## src/rtl/dmem_port_arbiter_if.sv

```systemverilog
`default_nettype none
// ============================================================================
//  Module   : dmem_port_arbiter_if
//  Purpose  : AGU-side and DMem-side bundle for dmem_port_arbiter.
//  Revision : 1.0  initial release
// ============================================================================
interface dmem_port_arbiter_if #(
    parameter int NUM_REQ = 4,
    parameter int ADDR_W  = 16,
    parameter int DATA_W  = 32
);
    logic [NUM_REQ-1:0]             I_Active;
    logic [NUM_REQ-1:0]             I_Req;
    logic [NUM_REQ-1:0]             I_We;
    logic [NUM_REQ-1:0][ADDR_W-1:0] I_Address;
    logic [NUM_REQ-1:0][DATA_W-1:0] I_St_Data;
    logic [NUM_REQ-1:0]             I_End_Access;
    logic [NUM_REQ-1:0]             O_Stall;
    logic                           O_Mem_Req;
    logic                           O_Mem_We;
    logic [ADDR_W-1:0]              O_Mem_Addr;
    logic [DATA_W-1:0]              O_Mem_St_Data;
    logic                           I_Mem_Stall;
    logic [DATA_W-1:0]              I_Mem_Ld_Data;
    logic [NUM_REQ-1:0]             O_Ld_Valid;
    logic [DATA_W-1:0]              O_Ld_Data;

    // arbiter side
    modport slave (
        input  I_Active, I_Req, I_We, I_Address, I_St_Data, I_End_Access,
        input  I_Mem_Stall, I_Mem_Ld_Data,
        output O_Stall, O_Mem_Req, O_Mem_We, O_Mem_Addr, O_Mem_St_Data,
        output O_Ld_Valid, O_Ld_Data
    );

    // AGU / memory environment side
    modport master (
        output I_Active, I_Req, I_We, I_Address, I_St_Data, I_End_Access,
        output I_Mem_Stall, I_Mem_Ld_Data,
        input  O_Stall, O_Mem_Req, O_Mem_We, O_Mem_Addr, O_Mem_St_Data,
        input  O_Ld_Valid, O_Ld_Data
    );
endinterface
`default_nettype wire

```

## src/rtl/dmem_port_arbiter.sv

```systemverilog
`default_nettype none
// ============================================================================
//  Module   : dmem_port_arbiter
//  Purpose  : Round-robin share of one DMem port between NUM_REQ AGU streams,
//             with tag pipeline routing load data back to the issuer.
//             Define DMEM_ARB_PREEMPT_EN to enable the MAX_BEATS grant quota.
//  Revision : 1.0  initial release
// ============================================================================
module dmem_port_arbiter #(
    parameter int NUM_REQ   = 4,
    parameter int ADDR_W    = 16,
    parameter int DATA_W    = 32,
    parameter int RD_LAT    = 1
`ifdef DMEM_ARB_PREEMPT_EN
    ,
    parameter int MAX_BEATS = 64
`endif
) (
    input  wire logic           clock,
    input  wire logic           reset,
    dmem_port_arbiter_if.slave  bus
);
    localparam int IDX_W = $clog2(NUM_REQ);

    localparam logic [0:0] ST_IDLE  = 1'b0;
    localparam logic [0:0] ST_GRANT = 1'b1;

    localparam logic [NUM_REQ-1:0] C_ONE = {{(NUM_REQ-1){1'b0}}, 1'b1};

    logic [0:0]                   state_q,   state_d;
    logic [IDX_W-1:0]             gnt_q,     gnt_d;
    logic [IDX_W-1:0]             last_q,    last_d;
    logic [RD_LAT-1:0]            tag_vld_q, tag_vld_d;
    logic [RD_LAT-1:0][IDX_W-1:0] tag_idx_q, tag_idx_d;

    logic                         w_hit;
    logic [IDX_W-1:0]             w_pick;
    logic [IDX_W-1:0]             w_cand;
    logic                         w_granted;
    logic                         w_accept;
    logic [NUM_REQ-1:0]           w_gnt_oh;
    logic [NUM_REQ-1:0]           w_stall;
    logic                         w_mem_we;
    logic [ADDR_W-1:0]            w_mem_addr;
    logic [DATA_W-1:0]            w_mem_st_data;
    logic [NUM_REQ-1:0]           w_ld_valid;

`ifdef DMEM_ARB_PREEMPT_EN
    localparam int               CNT_W   = $clog2(MAX_BEATS + 1);
    localparam logic [CNT_W-1:0] C_CNT_MAX  = CNT_W'(MAX_BEATS);
    localparam logic [CNT_W-1:0] C_CNT_LAST = CNT_W'(MAX_BEATS - 1);

    logic [CNT_W-1:0] cnt_q, cnt_d;
    logic             w_others;
`endif

    // Search starts one past the last winner so every stream gets a turn.
    always_comb begin
        w_hit  = 1'b0;
        w_pick = last_q;
        w_cand = last_q;
        for (int k = 1; k <= NUM_REQ; k++) begin
            w_cand = IDX_W'((32'(last_q) + 32'(k)) % 32'(NUM_REQ));
            if (!w_hit && bus.I_Active[w_cand]) begin
                w_hit  = 1'b1;
                w_pick = w_cand;
            end
        end
    end

    always_comb begin
        w_granted     = (state_q == ST_GRANT);
        w_gnt_oh      = C_ONE << gnt_q;
        w_accept      = w_granted & bus.I_Req[gnt_q] & ~bus.I_Mem_Stall;
        w_stall       = '1;
        w_mem_we      = 1'b0;
        w_mem_addr    = {ADDR_W{1'b0}};
        w_mem_st_data = {DATA_W{1'b0}};
        if (w_granted) begin
            w_stall[gnt_q] = bus.I_Mem_Stall;
            w_mem_we       = bus.I_We[gnt_q];
            w_mem_addr     = bus.I_Address[gnt_q];
            w_mem_st_data  = bus.I_St_Data[gnt_q];
        end
    end

`ifdef DMEM_ARB_PREEMPT_EN
    assign w_others = |(bus.I_Active & ~w_gnt_oh);
`endif

    always_comb begin
        state_d = state_q;
        gnt_d   = gnt_q;
        last_d  = last_q;
`ifdef DMEM_ARB_PREEMPT_EN
        cnt_d   = cnt_q;
`endif
        case (state_q)
            ST_IDLE: begin
                if (w_hit) begin
                    state_d = ST_GRANT;
                    gnt_d   = w_pick;
                    last_d  = w_pick;
`ifdef DMEM_ARB_PREEMPT_EN
                    cnt_d   = '0;
`endif
                end
            end
            default: begin
`ifdef DMEM_ARB_PREEMPT_EN
                if (w_accept && (cnt_q != C_CNT_MAX))
                    cnt_d = cnt_q + 1'b1;
                // Quota spent while someone else waits: yield, AGU state stays frozen.
                if (w_accept && (cnt_q == C_CNT_LAST) && w_others)
                    state_d = ST_IDLE;
`endif
                if (bus.I_End_Access[gnt_q])
                    state_d = ST_IDLE;
            end
        endcase
    end

    // Tags shift every cycle independent of the FSM so in-flight loads survive release.
    always_comb begin
        tag_vld_d = tag_vld_q;
        tag_idx_d = tag_idx_q;
        for (int i = RD_LAT - 1; i > 0; i--) begin
            tag_vld_d[i] = tag_vld_q[i-1];
            tag_idx_d[i] = tag_idx_q[i-1];
        end
        tag_vld_d[0] = w_accept & ~bus.I_We[gnt_q];
        tag_idx_d[0] = gnt_q;
    end

    // Gated by reset so a load reaching the tail during reset is dropped.
    always_comb begin
        w_ld_valid = '0;
        if (tag_vld_q[RD_LAT-1] && !reset)
            w_ld_valid = C_ONE << tag_idx_q[RD_LAT-1];
    end

    always_ff @(posedge clock) begin
        if (reset) begin
            state_q   <= ST_IDLE;
            gnt_q     <= '0;
            last_q    <= IDX_W'(NUM_REQ - 1);
            tag_vld_q <= '0;
            tag_idx_q <= '0;
`ifdef DMEM_ARB_PREEMPT_EN
            cnt_q     <= '0;
`endif
        end else begin
            state_q   <= state_d;
            gnt_q     <= gnt_d;
            last_q    <= last_d;
            tag_vld_q <= tag_vld_d;
            tag_idx_q <= tag_idx_d;
`ifdef DMEM_ARB_PREEMPT_EN
            cnt_q     <= cnt_d;
`endif
        end
    end

    assign bus.O_Stall       = w_stall;
    assign bus.O_Mem_Req     = w_accept;
    assign bus.O_Mem_We      = w_mem_we;
    assign bus.O_Mem_Addr    = w_mem_addr;
    assign bus.O_Mem_St_Data = w_mem_st_data;
    assign bus.O_Ld_Valid    = w_ld_valid;
    assign bus.O_Ld_Data     = bus.I_Mem_Ld_Data;

endmodule
`default_nettype wire
```

## src/flat_wrapper.sv

```systemverilog
// flat-port wrapper written by rule: the top's interface ports become plain ports
module dmem_port_arbiter_flat 
#(
    parameter int NUM_REQ   = 4,
    parameter int ADDR_W    = 16,
    parameter int DATA_W    = 32,
    parameter int RD_LAT    = 1

)
  (clock, reset, bus_I_Active, bus_I_Req, bus_I_We, bus_I_Address, bus_I_St_Data, bus_I_End_Access, bus_I_Mem_Stall, bus_I_Mem_Ld_Data, bus_O_Stall, bus_O_Mem_Req, bus_O_Mem_We, bus_O_Mem_Addr, bus_O_Mem_St_Data, bus_O_Ld_Valid, bus_O_Ld_Data);
  dmem_port_arbiter_if #(.NUM_REQ(NUM_REQ), .ADDR_W(ADDR_W), .DATA_W(DATA_W)) bus_i ();
  input  wire logic clock;
  input  wire logic reset;
  input wire logic [$bits(bus_i.I_Active)-1:0] bus_I_Active;
  input wire logic [$bits(bus_i.I_Req)-1:0] bus_I_Req;
  input wire logic [$bits(bus_i.I_We)-1:0] bus_I_We;
  input wire logic [$bits(bus_i.I_Address)-1:0] bus_I_Address;
  input wire logic [$bits(bus_i.I_St_Data)-1:0] bus_I_St_Data;
  input wire logic [$bits(bus_i.I_End_Access)-1:0] bus_I_End_Access;
  input wire logic [$bits(bus_i.I_Mem_Stall)-1:0] bus_I_Mem_Stall;
  input wire logic [$bits(bus_i.I_Mem_Ld_Data)-1:0] bus_I_Mem_Ld_Data;
  output wire logic [$bits(bus_i.O_Stall)-1:0] bus_O_Stall;
  output wire logic [$bits(bus_i.O_Mem_Req)-1:0] bus_O_Mem_Req;
  output wire logic [$bits(bus_i.O_Mem_We)-1:0] bus_O_Mem_We;
  output wire logic [$bits(bus_i.O_Mem_Addr)-1:0] bus_O_Mem_Addr;
  output wire logic [$bits(bus_i.O_Mem_St_Data)-1:0] bus_O_Mem_St_Data;
  output wire logic [$bits(bus_i.O_Ld_Valid)-1:0] bus_O_Ld_Valid;
  output wire logic [$bits(bus_i.O_Ld_Data)-1:0] bus_O_Ld_Data;
  assign bus_i.I_Active = bus_I_Active;
  assign bus_i.I_Req = bus_I_Req;
  assign bus_i.I_We = bus_I_We;
  assign bus_i.I_Address = bus_I_Address;
  assign bus_i.I_St_Data = bus_I_St_Data;
  assign bus_i.I_End_Access = bus_I_End_Access;
  assign bus_i.I_Mem_Stall = bus_I_Mem_Stall;
  assign bus_i.I_Mem_Ld_Data = bus_I_Mem_Ld_Data;
  assign bus_O_Stall = bus_i.O_Stall;
  assign bus_O_Mem_Req = bus_i.O_Mem_Req;
  assign bus_O_Mem_We = bus_i.O_Mem_We;
  assign bus_O_Mem_Addr = bus_i.O_Mem_Addr;
  assign bus_O_Mem_St_Data = bus_i.O_Mem_St_Data;
  assign bus_O_Ld_Valid = bus_i.O_Ld_Valid;
  assign bus_O_Ld_Data = bus_i.O_Ld_Data;
  dmem_port_arbiter #(.NUM_REQ(NUM_REQ), .ADDR_W(ADDR_W), .DATA_W(DATA_W), .RD_LAT(RD_LAT)) u_core (.clock(clock), .reset(reset), .bus(bus_i));
endmodule
```

## config.mk

```make
export PLATFORM = sky130hd
export DESIGN_NAME = dmem_port_arbiter_flat
export DESIGN_NICKNAME = d
export VERILOG_FILES = /design/src/rtl/dmem_port_arbiter_if.sv /design/src/rtl/dmem_port_arbiter.sv /design/src/flat_wrapper.sv
export SDC_FILE = /design/constraint.sdc
export NUM_CORES = 1
export LEC_CHECK = 0
export CORE_AREA = 2 2 127 129
export CTS_CLUSTER_DIAMETER = 30
export CTS_CLUSTER_SIZE = 20
export DETAILED_ROUTE_END_ITERATION = 10
export DIE_AREA = 0 0 129 131
export PLACE_DENSITY = 0.63
export SLEW_MARGIN = 20
export SYNTH_ARGS = -nofsm -noshare
export SYNTH_HDL_FRONTEND = slang
export SYNTH_SLANG_ARGS = --single-unit
```

## constraint.sdc

```tcl
create_clock -name clock -period 1.8 [get_ports clock]
set_input_delay 0.36 -clock clock [delete_from_list [all_inputs] [get_ports clock]]
set_output_delay 0.36 -clock clock [all_outputs]
set_load 0.02 [all_outputs]
```

==> metrics.md, run 1 <==
| Metric | Value |
|---|---|
| Outcome | `complete, but fails checks` |
| Failing checks | `setup timing` |
| Gpl congestion | `0.785` |
| CTS root buffer | `clkbuf_16` |
| Avg Cell Area, Syn | `11.1 sq um` |
| Die area | `16900 sq um` |
| Clk sink count | `8` |
| Vias in the first global route | `2960` |
| Final Instance Area | `5530 sq um` |
| Highest cell delay on the worst timing path | `0.55 ns` |
| Simple-gate share of the synthesized area | `0.213` |
| Initial Utilization | `0.147` |
| Final WL | `11.8 mm` |
| Setup TNS | `-12.14 ns` |
| Commonest cells after routing, fill and taps aside | `clkdlybuf4s50_1, mux4_2, buf_6, and2_4, buf_12` |
| DR DRC count | `0` |
| Largest family of logic cells by synthesized area | `multiplexers` |
| Post-synthesis mux area share | `0.510` |
| Placed inst area | `5040 sq um` |
| Initial antenna violation count | `0` |
| Slowest CP cell | `mux4_2` |
| Max IR drop VDD | `438 uV` |
| DR vias | `2779` |
| Crit path max-delay family | `multiplexers` |
| Die X | `129 um` |
| Wire length of the first global-routing pass | `16.1 mm` |
| Final Skew | `0.000689 ns` |
| Syn-to-layout area delta | `141%` |
| WL met2 | `6.53 mm` |
| Clock buffer depth | `2` |
| Num CTS Buffers | `3` |
| Core Region | `15600 sq um` |
| Setup crit end kind | `primary output` |
| PD cells | `467 nW/um^2` |
| Detail Placement HPWL | `9.37 mm` |
| Layout cells sized above 1 | `0.431` |
| H-tree levels | `1` |
| Core Util, Final | `0.355` |
| CTS clk-pin slew, worst paths | `0.04 ns` |
| Diode count | `0` |
| Critical Path AT | `1.75 ns` |
| Post-synth net total | `450` |
| Die Height | `131 um` |
| Number of max-cap violations | `0` |
| Top sig layer | `met4` |
| P_leak | `0.00210 uW` |
| Global router's overall resource usage | `0.125` |
| DR vias/cell | `4.14` |
| Yosys Warn Count | `0` |
| RSZ-0062 raised after global routing | `true` |
| M1 WL | `4.13 mm` |
| Nets | `699` |
| Tcrit/Tclk final | `1.17` |
| Ys flop type | `dfxtp_1` |
| Detail Route Antenna Nets | `0` |
| Crit path max fanout | `7` |
| Cell breakdown of the critical path | `buf_12 -> buf_16 -> mux4_2 -> and2_4 -> buf_6` |
| Relative slew slack | `0.837` |
| Distinct cells, synth | `27` |
| Post-synthesis compound-gate area fraction | `0.0305` |
| Clk_lat worst skew | `0.23 ns` |
| Worst setup SP type | `register` |
| CP Data Required Time | `1.44 ns` |
| Final Critical Period | `2.11 ns` |
| Critical path buffers and inverters | `3` |
| Count of final setup violators | `53` |
| Drt pass-1 iters | `4` |
| Mean routed wirelength per cell | `17.7 um` |
| Met3 WL post-DR | `997 um` |
| EDFF count, synth | `0` |
| Hold crit path type | `register to register` |
| Sequential fraction of the synthesis area | `0.0697` |
| CTS tree | `yes` |
| Number of cell rows | `46` |
| Boundary Pins | `333` |
| IO buf count | `268` |
| Cts hold-fix bufs | `0` |
| Max frequency | `474 MHz` |
| Synthesis-stage register bit count | `8` |
| WS Path Type | `register to primary output` |
| DR iter-0 viols | `105` |
| Grt total ovfl | `0` |
| Slack of the critical path | `-0.308 ns` |
| Synthesized area | `2300 sq um` |
| Pins over their slew limit | `0` |
| Most common cell after layout, fill and taps aside | `clkdlybuf4s50_1` |
| Adder-cell share of the synthesized area | `0` |
| Final Hold Slack | `0.603 ns` |
| Least-Margin Pin Slew | `0.241 ns` |
| Ys async rst share | `0` |
| Endpoints failing hold | `0` |
| Synth Instances | `207` |
| Xor/xnor cell area share of the yosys netlist | `0` |
| Largest net degree at the start of global routing | `31` |
logic make-up (layout without fill, tap and decap cells):
group	count (synthesis)	in the layout
DFF	8	8
AOI/OAI and AO/OA	11	11
and+or+nand+nor	83	83
buffers and inverters	53	301
muxes	52	52
routing by layer:
layer,track usage,up-vias
li1,-,1248
met1,0.138,1340
met2,0.247,173
met3,0.0244,18
met4,0.0224,0
met5,0,-
through the flow:
step / setup slack [ns] / instances / total power [uW]
2_1_floorplan: 0.0940 / 207 / 1130
3_5_place_dp: -0.584 / 654 / 1880
4_1_cts: -0.361 / 673 / 2640
3_3_place_gp: -0.560 / 654 / 1860
5_1_grt: -0.357 / 671 / 2720
6_report: -0.308 / 671 / 2580
path summary, 6_finish.rpt:
kind                      endpoint              from  slack [ns]  depth (start not counted)
setup / recovery      bus_O_Mem_We   u_core.gnt_q[0]       -0.31                          5
hold / removal    u_core.last_q[1]  u_core.last_q[1]        0.60                          2
setup reg to reg    u_core.state_q   u_core.gnt_q[0]        0.08                          7
hold reg to reg   u_core.last_q[1]  u_core.last_q[1]        0.60                          2
Yosys cell counts, types with 3 or more instances:
master	instances	area, sq um
buf_6	7	78.8
nand2_1	4	15.0
nand2b_1	8	50.1
mux4_2	52	1170
nor2_1	8	30.0
clkbuf_1	5	18.8
nor2b_1	3	18.8
and2_1	51	319
buf_2	5	25.0
dfxtp_1	8	160
a21oi_1	5	25.0
buf_4	32	240
tightest hold or removal path: cells and delay by family (launching register included):
| kind | cells | cell delay, ns |
|---|---|---|
| DFF | 1 | 0.42 |
| AOI/OAI and AO/OA | 1 | 0.10 |
| and+or+nand+nor | 1 | 0.06 |
layout make-up:
| type | instances | area (sq um) |
|---|---|---|
| Inverter | 2 | 10.0 |
| Fill cell | 1566 | 10100 |
| Sequential cell | 8 | 166 |
| Clock buffer | 4 | 78.8 |
| Tap cell | 216 | 270 |
| Timing Repair Buffer | 295 | 3130 |
| Multi-Input combinational cell | 146 | 1880 |
sequential cells by signal (all words and copies together), names as in the netlist:
name,flops
u_core.last_q,2
u_core.gnt_q,2
u_core.tag_vld_q,1
u_core.state_q,1
u_core.tag_idx_q,2
report_power, final:
part	switching (uW)	internal, uW
Clock	87.2	295
Combinational	675	1300
Sequential	31.7	198
what timing repair did:
item                       CTS  global route
hold endpoints to repair     0             0
setup endpoints to repair   58            59
setup buffers                9             1
pin swaps                   43             3
cloned                       6             0
gates resized for setup    373            19
Power figures use the tool's default switching activity.
==> run 2: changes to the inputs <==
--- a/config.mk
+++ b/config.mk
@@ -11,6 +11,7 @@
 export DETAILED_ROUTE_END_ITERATION = 10
 export DIE_AREA = 0 0 129 131
 export PLACE_DENSITY = 0.63
+export REMOVE_ABC_BUFFERS = 1
 export SLEW_MARGIN = 20
 export SYNTH_ARGS = -nofsm -noshare
 export SYNTH_HDL_FRONTEND = slang
==> run 2 against run 1 <==
Compared with the run above: total power fell by 3.5%; largest cell class unchanged; the flow still finishes with violations (setup timing); clock power barely moved; critical path depth rose by 1; sequential power fell by 4%; combinational power fell by 4%; non-clock buffer count rose by 10; critical endpoint is now bus_O_Mem_Addr[1]; fmax fell by 1.5%; clock skew rose by 0.0021 ns; largest power group unchanged; flip-flop and latch count did not move; highest routed layer is now met5; worst setup slack got worse by 0.033 ns; register-to-register slack improved by 0.17 ns.
==> metrics.md, run 2 (synthesis results as in run 1) <==
| Metric | Value |
|---|---|
| Drt pass-1 iters | `4 (unchanged)` |
| Detail Placement HPWL | `10.8 mm (+15%)` |
| Boundary Pins | `333 (unchanged)` |
| Max frequency | `467 MHz (-1.5%)` |
| Diode count | `0 (unchanged)` |
| Final WL | `12.4 mm (+4.7%)` |
| Final Critical Period | `2.14 ns (+0.0326 ns)` |
| IO buf count | `268 (unchanged)` |
| Int Pwr | `1730 uW (-3.6%)` |
| Largest net degree at the start of global routing | `30 (-3.2%)` |
| RSZ-0062 raised after global routing | `true` |
| Gpl congestion | `0.757 (-3.6%)` |
| CTS clk-pin slew, worst paths | `0.04 ns (about the same)` |
| Worst setup SP type | `register` |
| Wire length of the first global-routing pass | `16.9 mm (+4.9%)` |
| Relative slew slack | `0.794 (-0.0431)` |
| Top flop regs | `u_core.gnt_q (2), u_core.last_q (2), u_core.tag_idx_q (2)` |
| Layout cells sized above 1 | `0.415 (-0.0157)` |
| Number of max-cap violations | `0 (unchanged)` |
| Syn-to-layout area delta | `138%` |
| Mean routed wirelength per cell | `18.2 um (+3.1%)` |
| Core Util, Final | `0.350 (-0.00457)` |
| DR vias/cell | `4.09 (-1.3%)` |
| Most common cell after layout, fill and taps aside | `clkdlybuf4s50_1` |
| Detail Route Antenna Nets | `0 (unchanged)` |
| Outcome | `complete, but fails checks` |
| Crit path max fanout | `7 (unchanged)` |
| Final Skew | `0.00280 ns (+0.00211 ns)` |
| CTS tree | `yes` |
| Least-Margin Pin Slew | `0.309 ns (+0.0671 ns)` |
| Sequential power share | `0.089 (about the same)` |
| Critical Path AT | `1.78 ns (+0.03 ns)` |
| Tcrit/Tclk final | `1.19 (+0.0181)` |
| Grt total ovfl | `0 (unchanged)` |
| CP Data Required Time | `1.44 ns (about the same)` |
| Global router's overall resource usage | `0.133 (+0.00829)` |
| Die Height | `131 um (unchanged)` |
| Initial antenna violation count | `0 (unchanged)` |
| Core Region | `15600 sq um (unchanged)` |
| Commonest cells after routing, fill and taps aside | `clkdlybuf4s50_1, mux4_2, buf_6, and2_4, buf_4` |
| Nets | `709 (+1.4%)` |
| Highest cell delay on the worst timing path | `0.49 ns (-0.06 ns)` |
| WS Path Type | `register to primary output` |
| Vias in the first global route | `3064 (+3.5%)` |
| CTS root buffer | `clkbuf_16` |
| Clock buffer depth | `2 (unchanged)` |
| Initial Utilization | `0.147 (unchanged)` |
| Slowest CP cell | `mux4_2` |
| Setup TNS | `-13.17 ns (-1.02 ns)` |
| Count of final setup violators | `51 (-3.8%)` |
| Clk sink count | `8 (unchanged)` |
| H-tree levels | `1 (unchanged)` |
| DR DRC count | `0 (unchanged)` |
| Cell breakdown of the critical path | `buf_12 -> buf_12 -> buf_4 -> mux4_2 -> and2_4 -> buf_6` |
| Endpoints failing hold | `0 (unchanged)` |
| Hold crit path type | `input pin to register` |
| Pins over their slew limit | `0 (unchanged)` |
| Sw Ratio | `0.308 (+0.000552)` |
| Number of cell rows | `46 (unchanged)` |
| CP most frequent cell | `buf_12` |
| Die area | `16900 sq um (unchanged)` |
| Logic gate share of total power | `0.758 (-0.005)` |
| Failing checks | `setup timing` |
| Setup crit end kind | `primary output` |
| Die X | `129 um (unchanged)` |
| Cts hold-fix bufs | `0 (unchanged)` |
| Max IR drop VDD | `331 uV (-24%)` |
| Clk_lat worst skew | `0.23 ns (about the same)` |
| Slack of the critical path | `-0.341 ns (-0.0326 ns)` |
| Num CTS Buffers | `3 (unchanged)` |
| DR vias | `2783 (+0.14%)` |
| PD cells | `457 nW/um^2 (-2.3%)` |
| P_leak | `0.00209 uW (-0.13%)` |
| Clock power frac | `0.153 (+0.005)` |
| Psw | `767 uW (-3.4%)` |
| DR iter-0 viols | `74 (-30%)` |
## run 2: worst paths after layout
path | to | startpoint | slack (ns) | depth (start not counted)
max | bus_O_Mem_Addr[1] | u_core.gnt_q[0] | -0.34 | 6
min | u_core.tag_idx_q[0] | reset | 0.52 | 3
min reg2reg | u_core.last_q[1] | u_core.last_q[1] | 0.58 | 2
max reg2reg | u_core.tag_vld_q | u_core.gnt_q[0] | 0.25 | 5
## run 2: stage by stage
stage	total power [uW]	hold slack, ns	instances	instance area [sq um]	setup slack, ns
6_report	2490	0.524	681	5460	-0.341
5_1_grt	2630	0.548	681	5460	-0.401
4_1_cts	2490	0.571	679	5410	-0.375
3_5_place_dp	1910	0.561	665	5090	-0.587
3_3_place_gp	1890	0.553	665	5090	-0.585
2_1_floorplan	976	0.427	156	1900	-1.71
## run 2: area by class of cell
cell class / count / area (sq um)
fillers: 1581 / 10100
repair buffers: 305 / 3090
multi-input cells: 146 / 1850
well taps: 216 / 270
flip-flops and latches: 8 / 165
clock buffers: 4 / 78.8
inverters: 2 / 7.51
## run 2: what timing repair did
action                     4_1_cts  5_1_grt
gates cloned                     2        0
pin swaps                        0        0
setup endpoints to repair       58       57
gates resized for setup        317       37
setup buffers                    8        4
## run 2: critical path, delay by kind of cell (launching register included)
kind                   cells  cell delay (ns)
multiplexers               1             0.49
buffers and inverters      4             0.51
AND/OR/NAND/NOR            1             0.17
flip-flops                 1             0.35
## run 2: metal layers
| layer | GRT usage | vias to the layer above | wire length (um) |
|---|---|---|---|
| li1 | - | 1269 | - |
| met2 | 0.240 | 190 | 6470 |
| met1 | 0.145 | 1314 | 4420 |
| met4 | 0.0141 | 2 | 48 |
| met5 | 0.0382 | - | 68 |
| met3 | 0.0611 | 8 | 1390 |
## run 2: power by group through the flow
| stage | clock [uW] | sequential [uW] | combinational [uW] |
|---|---|---|---|
| 3_3_place_gp | 0 | 238 | 1650 |
| 5_1_grt | 403 | 224 | 2000 |
| 2_1_floorplan | 0 | 321 | 655 |
| 4_1_cts | 390 | 219 | 1880 |
| 3_5_place_dp | 0 | 237 | 1670 |
| 6_report | 381 | 221 | 1890 |
==> run 3: changes to the inputs <==
--- a/config.mk
+++ b/config.mk
@@ -5,6 +5,7 @@
 export SDC_FILE = /design/constraint.sdc
 export NUM_CORES = 1
 export LEC_CHECK = 0
+export CAP_MARGIN = 20
 export CORE_AREA = 2 2 127 129
 export CTS_CLUSTER_DIAMETER = 30
 export CTS_CLUSTER_SIZE = 20
==> results of run 3 <==
Same layout as run 2: the final DEF is identical, and so are final timing and power.
